<file path="src/rtl/io_port_bridge.sv">
// io_port_bridge: device-side responder for the CPU four-phase I/O handshake.
// Host words enter through the input FIFO, and the CPU pops them with io_read.
// The CPU pushes words into the output FIFO with io_write, and the host drains them.
// Each handshake performs exactly one FIFO operation and then waits for the
// request to be released before going back to IDLE.
module io_port_bridge #(
  parameter int WIDTH      = 16,
  parameter int DEPTH_LOG2 = 3
) (
  input  logic                  clock,
  input  logic                  reset,
  input  logic                  io_read,
  input  logic                  io_write,
  input  logic [WIDTH-1:0]      io_wdata,
  output logic [WIDTH-1:0]      io_rdata,
  output logic                  ioack,
  input  logic                  in_valid,
  input  logic [WIDTH-1:0]      in_data,
  output logic                  in_ready,
  output logic                  out_valid,
  output logic [WIDTH-1:0]      out_data,
  input  logic                  out_ready,
  output logic [DEPTH_LOG2:0]   in_count,
  output logic [DEPTH_LOG2:0]   out_count
);

  localparam int DEPTH = 1 << DEPTH_LOG2;
  localparam logic [DEPTH_LOG2:0] FULL_COUNT = DEPTH[DEPTH_LOG2:0];

  typedef enum logic {IDLE, ACK} state_e;

  state_e state_q, state_d;

  logic [WIDTH-1:0]      inMem_q  [DEPTH];
  logic [WIDTH-1:0]      outMem_q [DEPTH];
  logic [DEPTH_LOG2-1:0] inWrPtr_q, inRdPtr_q, outWrPtr_q, outRdPtr_q;
  logic [DEPTH_LOG2:0]   inCount_q, outCount_q;
  logic [WIDTH-1:0]      rdata_q;

  logic inFull, inEmpty, outFull, outEmpty;
  logic hostPush, hostPop, cpuPush, cpuPop;

  assign inFull   = (inCount_q == FULL_COUNT);
  assign inEmpty  = (inCount_q == '0);
  assign outFull  = (outCount_q == FULL_COUNT);
  assign outEmpty = (outCount_q == '0);

  // The host-side handshakes are gated only by FIFO occupancy, so they never
  // overwrite a full FIFO or underflow an empty one.
  assign hostPush = in_valid & ~inFull;
  assign hostPop  = out_ready & ~outEmpty;

  assign in_ready  = ~inFull;
  assign out_valid = ~outEmpty;
  assign out_data  = outMem_q[outRdPtr_q];
  assign in_count  = inCount_q;
  assign out_count = outCount_q;
  assign io_rdata  = rdata_q;
  assign ioack     = (state_q == ACK);

  // State register for the CPU handshake sequencer.
  always_ff @(posedge clock) begin
    if (reset) state_q <= IDLE;
    else       state_q <= state_d;
  end

  // Next state: leave IDLE only when a transfer can be served.
  // Return to IDLE only after both requests are released.
  always_comb begin
    state_d = state_q;
    unique case (state_q)
      IDLE: if (cpuPush || cpuPop) state_d = ACK;
      ACK:  if (!io_read && !io_write) state_d = IDLE;
      default: state_d = IDLE;
    endcase
  end

  // FIFO strobes: a write has priority over a read, and only IDLE ever
  // issues an operation, which gives exactly one operation per handshake.
  always_comb begin
    cpuPush = 1'b0;
    cpuPop  = 1'b0;
    if (state_q == IDLE) begin
      if (io_write && !outFull)     cpuPush = 1'b1;
      else if (io_read && !inEmpty) cpuPop  = 1'b1;
    end
  end

  // Input FIFO pointers and occupancy.
  // A simultaneous push and pop leaves the count unchanged.
  always_ff @(posedge clock) begin
    if (reset) begin
      inWrPtr_q <= '0;
      inRdPtr_q <= '0;
      inCount_q <= '0;
    end else begin
      if (hostPush) inWrPtr_q <= inWrPtr_q + 1'b1;
      if (cpuPop)   inRdPtr_q <= inRdPtr_q + 1'b1;
      unique case ({hostPush, cpuPop})
        2'b10:   inCount_q <= inCount_q + 1'b1;
        2'b01:   inCount_q <= inCount_q - 1'b1;
        default: inCount_q <= inCount_q;
      endcase
    end
  end

  // Output FIFO pointers and occupancy.
  // The CPU pushes into this FIFO, and the host pops from it.
  always_ff @(posedge clock) begin
    if (reset) begin
      outWrPtr_q <= '0;
      outRdPtr_q <= '0;
      outCount_q <= '0;
    end else begin
      if (cpuPush) outWrPtr_q <= outWrPtr_q + 1'b1;
      if (hostPop) outRdPtr_q <= outRdPtr_q + 1'b1;
      unique case ({cpuPush, hostPop})
        2'b10:   outCount_q <= outCount_q + 1'b1;
        2'b01:   outCount_q <= outCount_q - 1'b1;
        default: outCount_q <= outCount_q;
      endcase
    end
  end

  // FIFO storage. Reset clears only the pointers; stale words become unreachable.
  always_ff @(posedge clock) begin
    if (hostPush) inMem_q[inWrPtr_q]   <= in_data;
    if (cpuPush)  outMem_q[outWrPtr_q] <= io_wdata;
  end

  // Read data register: loaded on a CPU pop and held at all other times.
  always_ff @(posedge clock) begin
    if (reset)       rdata_q <= '0;
    else if (cpuPop) rdata_q <= inMem_q[inRdPtr_q];
  end

endmodule

</file>
<file path="config.mk">
export PLATFORM = sky130hd
export DESIGN_NAME = io_port_bridge
export DESIGN_NICKNAME = d
export VERILOG_FILES = /design/src/rtl/io_port_bridge.sv
export SDC_FILE = /design/constraint.sdc
export NUM_CORES = 1
export LEC_CHECK = 0
export ABC_AREA = 1
export CAP_MARGIN = 0
export CELL_PAD_IN_SITES_DETAIL_PLACEMENT = 1
export CELL_PAD_IN_SITES_GLOBAL_PLACEMENT = 2
export CORE_MARGIN = 8
export CORE_UTILIZATION = 37
export CTS_BUF_LIST = sky130_fd_sc_hd__clkbuf_2 sky130_fd_sc_hd__clkbuf_4 sky130_fd_sc_hd__clkbuf_8
export CTS_CLUSTER_SIZE = 8
export DETAILED_ROUTE_END_ITERATION = 10
export GPL_TIMING_DRIVEN = 1
export MAX_ROUTING_LAYER = met4
export PLACE_DENSITY = 0.89
export SLEW_MARGIN = 20
export SYNTH_ARGS = -nofsm -noshare
export SYNTH_HDL_FRONTEND = slang
export SYNTH_SLANG_ARGS = --single-unit
</file>
<file path="constraint.sdc">
create_clock -name clock -period 2 [get_ports clock]
set_input_delay 0.3 -clock clock [delete_from_list [all_inputs] [get_ports clock]]
set_output_delay 0.3 -clock clock [all_outputs]
set_load 0.05 [all_outputs]
</file>
* Word level (Yosys, flattened, before mapping)
Memory sizes are Yosys's and may differ from the RTL's. A register that Yosys moved wholly into a read port is not among the register bits.
Index checks and enable logic that the tools add are counted.
** Operators by class
- Add/subtract/negate cells :: 8
- $mul :: 0
- Divide/modulo/power cells :: 0
- Magnitude comparators :: 0
- Equality and inequality tests :: 6
- Shift-type cells :: 0
- Muxes and demuxes :: 16
- Bitwise logic cells :: 5
- Reductions and logical operators :: 12
** Operators with widths (count)
- one-hot mux 4 bit (2 select lines) :: 2
- adder 3 x 1 -> 3 bit (second input constant) :: 4
- 2-to-1 mux 1 bit :: 11
- adder 4 x 1 -> 4 bit (second input constant) :: 2
- == test 4 bit (second input constant) :: 2
- logical NOT 4 bit :: 2
- subtractor 4 x 1 -> 4 bit (second input constant) :: 2
- 2-to-1 mux 3 bit :: 2
- == test 2 x 1 -> 1 bit (second input constant) :: 2
- == test 2 bit (second input constant) :: 2
- logical NOT 1 bit :: 4
- nonzero test 2 bit :: 2
- logical AND 1 bit :: 3
- inverter 1 bit :: 3
- AND 1 bit :: 2
- one-hot mux 1 bit (2 select lines) :: 1
- logical OR 1 bit :: 1
** Storage, ports and cells
- Register bits :: 21
- Bits in latches :: 0
- Memory bits (writable) :: 256
- ROM bits :: 0
- Input bits :: 38
- Output and inout port bits :: 43
- Word-level logic and storage cells :: 56
- Memories kept :: 2
** Memories
- inMem_q :: depth 8, width 16, read ports 1, clocked after memory_dff 1, write ports 1, line 34 : logic [WIDTH-1:0] inMem_q [DEPTH];
- outMem_q :: depth 8, width 16, read ports 1, clocked after memory_dff 1, write ports 1, line 35 : logic [WIDTH-1:0] outMem_q [DEPTH];

* Longest topological paths before layout
- Word-level depth :: 9
- Gate-level depth with buffers :: 14
- Depth with buffers taken out :: 14

* Least setup slack after synthesis
No wires, ideal clock.
- Path type :: register to register
- From :: register inCount_q[1], in the netlist in_count[1]
- To :: memory inMem_q[5][0] (enable)
- Arrival time :: 2376 ps
- Data required time :: 1612 ps
- Slack :: -765 ps
- Cell stages (with the launch flop) :: 7
- Path buffers :: 0
- Period minus slack after synthesis :: 2765 ps
- Cell sequence :: dfxtp_1 nor2_1 nand3_1 nand2_1 nor2_1 inv_1 nor2_1
** Between the ends
- Longest elaborated chain between the ends :: 5
** RTL lines
- from (decl) :: line 37 : logic [DEPTH_LOG2:0] inCount_q, outCount_q;
- from (signal assigned) :: line 100 : 2'b10: inCount_q <= inCount_q + 1'b1;
- from (signal assigned) :: line 101 : 2'b01: inCount_q <= inCount_q - 1'b1;
- from (signal assigned) :: line 102 : default: inCount_q <= inCount_q;
- == test 4 bit :: line 43 : assign inFull = (inCount_q == FULL_COUNT);
- inverter 1 bit
- net in_ready :: line 19 : output logic in_ready,
- AND 1 bit :: line 50 : assign hostPush = in_valid & ~inFull;
- 2-to-1 mux 1 bit :: line 127 : if (hostPush) inMem_q[inWrPtr_q] <= in_data;
- 2-to-1 mux 1 bit (implied by the code) :: line 127
- to (decl) :: line 34
The timed path passes the listed nets, and every way through them passes these cells.

==> impl_metrics.py <==
metrics = {
    "outcome": {
        "outcome": "finished with violations",
        "violations": "negative setup slack",
    },
    "worst_setup_path": {
        "required_ns": 1.70,
        "reg2reg_to": "out_count[2]",
        "rrSetupSlack_ns": 0.15,
        "r2r_cells": 13,
        "worstPathMaxFanout": 5,
        "critPathCapture": "out_data[14]",
        "path_class": "flip-flop to output pin",
        "end_kind": "output pin",
        "worst-endpoint-arrival_ns": 1.98,
        "r2r_start": "out_count[3]",
        "cp-start-kind": "flip-flop",
    },
    "power": {
        "p_sw_share_pct": 33.2,
        "p_int_mw": 12.7,
        "ir_worst_vdd_mv": 0.660,
        "pwr_density_cell_mw_per_mm2": 1200,
        "power.share.combinational_pct": 32.5,
        "power.share.clock_pct": 28.7,
        "p_leak_nw": 6.24,
        "p_seq_share_pct": 38.8,
        "switchingPower_mw": 6.29,
    },
    "cts": {
        "cts_tree": "built",
        "cts_inserted_buffers": 50,
        "htreeDepth": 2,
        "insertion_delay_ns": 0.58,
        "ctsRootBufferMaster": "clkbuf_8",
        "clkTransAtPathRegs_ns": 0.06,
        "cts_buffer_depth": 3,
        "ctsHoldBuffers": 0,
        "cts_sinks": 296,
    },
    "routing": {
        "avgViaCountPerCell": 4.92,
        "wl_um": 33700,
        "dr.pass1.iters": 4,
        "wl_per_cell_um": 19.1,
        "detail-route-antenna-nets": 0,
        "dr.first_iter.drc_count": 335,
        "num_vias": 8674,
        "remaining_drc_errors": 0,
    },
    "logic_synthesis": {
        "syn_area_mm2": 0.0123,
        "synth_cells": 1128,
        "ys_seq_area_share_pct": 68.8,
        "synth_nets": 1177,
        "synthArstFlopShare_pct": 0,
        "synth_edf_count": 256,
        "synth.distinct_cells": 31,
        "synth-seq-cells": 296,
        "ys.flop_type": "edfxtp_1",
        "avgSynthCellArea_um2": 10.9,
        "yosysWarnings": 0,
    },
    "timing": {
        "clock_skew_ns": 0.0332,
        "finalCritPeriodShare_pct": 114,
        "hold_viol": 0,
        "tightestPinTransition_ns": 0.528,
        "fin_crit_ns": 2.28,
        "timing.final.ws_setup_ns": -0.283,
        "relSlewSlack_pct": 64.9,
        "fmax_mhz": 438,
        "setup_viol": 16,
        "drv_slew": 0,
        "rsz0062_at_grt": "yes",
    },
    "finish": {
        "final_common_cell": "edfxtp_1",
        "nets": 1326,
        "antenna_cells": 0,
        "fin_cells": 1764,
        "area_growth_pct": 28.2,
        "fin_area_mm2": 0.0158,
        "drive_gt1_share_pct": 18.9,
        "mostFrequentLayoutCells": "edfxtp_1 (256), nand2_1 (208), inv_1 (160)",
    },
    "grt": {
        "grt_overflow": 0,
        "grt_pass1_vias": 9263,
        "grt_max_degree": 67,
        "grt_use_total_pct": 16.8,
        "grt_first_pass_wirelength_um": 50100,
        "antenna_found_initial": 1,
    },
    "place": {
        "postPlaceCellArea_mm2": 0.0143,
        "gp_congestion": 0.749,
        "dp.cells": 1654,
        "port_buffers": 80,
        "dp_slack_ns": -0.236,
        "hpwl_um": 20300,
    },
    "die": {
        "fp.coreArea_mm2": 0.0332,
        "initial_core_util_pct": 37.1,
        "dieHeight_um": 199,
        "io_pins": 81,
        "die_area_mm2": 0.0394,
        "fp-row-count": 67,
        "die_w_um": 199,
    },
    "run": {
        "cap_violations": 0,
    },
    "min_path": {
        "min_path_type": "flip-flop to flip-flop",
        "min_from": "io_rdata[3]",
    },
}
cells in the mapped netlist, types with 2 or more instances:
| cell | n | area (um2) |
|---|---|---|
| edfxtp_1 | 256 | 7690 |
| nand2_1 | 226 | 848 |
| inv_1 | 161 | 604 |
| nand3_1 | 120 | 601 |
| nor2_1 | 95 | 357 |
| o21ai_0 | 65 | 325 |
| dfxtp_1 | 40 | 801 |
| a21oi_1 | 32 | 160 |
| buf_2 | 21 | 105 |
| mux2i_1 | 16 | 160 |
| o21ai_1 | 16 | 80.1 |
| o22ai_1 | 16 | 100 |
| clkbuf_1 | 14 | 52.6 |
| buf_4 | 10 | 75.1 |
| ha_1 | 10 | 125 |
| buf_6 | 5 | 56.3 |
| nor2_2 | 4 | 25.0 |
| xnor2_1 | 4 | 35.0 |
| nand2_2 | 3 | 18.8 |
| buf_1 | 2 | 7.51 |
| inv_2 | 2 | 7.51 |
per-stage QoR:
step	hold WS, ns	TNS [ns]	utilization, %	total power, mW
2_1_floorplan	0.399	-1.49	-	10.6
3_3_place_gp	0.451	-0.682	43.1	12.6
3_5_place_dp	0.459	-9.52	43.1	12.8
4_1_cts	0.434	-3.34	46.4	18.5
5_1_grt	0.470	-5.13	47.6	19.8
6_report	0.463	-3.55	47.6	18.9
cells by family after synthesis:
kind of cell	Yosys count	share of synthesized area (%)
xor+xnor	5	0.355
flops	296	68.8
buf+inv	216	7.41
mux	16	1.30
compound gates	131	5.54
simple gates	453	15.4
fa+ha+maj	11	1.18
cell type report:
cell class              count  area, um2
clock inverters            19        141
inverters                 163        627
repair buffers            150       1940
fillers                  3588      17400
multi-input cells         616       3150
well taps                 448        561
flip-flops and latches    296       8530
clock buffers              72        866
power by group through the flow:
stage	logic, mW	clock network, mW	registers [mW]
floorplan	2.92	0	7.71
detailed placement	5.37	0	7.45
global placement	5.18	0	7.43
CTS	5.56	5.57	7.34
finish	6.16	5.44	7.35
global route	6.58	5.80	7.37
registers in the layout, indices dropped and copies added, names as in the netlist, named ones only:
register and flops:
inMem_q 128, inRdPtr_q 3, inWrPtr_q 3, in_count 4, io_rdata 16, ioack 1, outMem_q 128, outRdPtr_q 3
outWrPtr_q 3, out_count 4
timing repair:
action                                  in CTS  in global routing
pin swaps                                    1                 14
gates resized for setup                     48                 60
cloned                                       2                  8
endpoints found under the setup margin      41                 20
buffers inserted                             1                  8
worst max-delay path, cell delays in order, from the launching register on:
cell	delay (ns)
dfxtp_4	0.39
buf_6	0.15
clkbuf_16	0.16
mux2i_1	0.26
o22ai_1	0.12
nand2_1	0.09
nand2_2	0.09
buf_12	0.16
metal layers:
| layer | wire [um] | vias up | part of all wire, % | GRT usage, % |
|---|---|---|---|---|
| met5 | 0 | - | 0 | - |
| met4 | 932 | 0 | 2.8 | 5.90 |
| met3 | 1560 | 71 | 4.6 | 3.05 |
| met2 | 18400 | 226 | 54 | 30.9 |
| met1 | 12800 | 4298 | 38 | 17.9 |
| li1 | - | 4079 | - | - |
worst min path at each step:
stage,end,cells after the start
2_1_floorplan,inMem_q[0][0],0
3_3_place_gp,io_rdata[6],2
3_5_place_dp,io_rdata[9],2
4_1_cts,inMem_q[4][6],1
5_1_grt,inMem_q[6][14],1
6_report,io_rdata[3],2
Note: power is estimated with default switching activity, not from simulation.
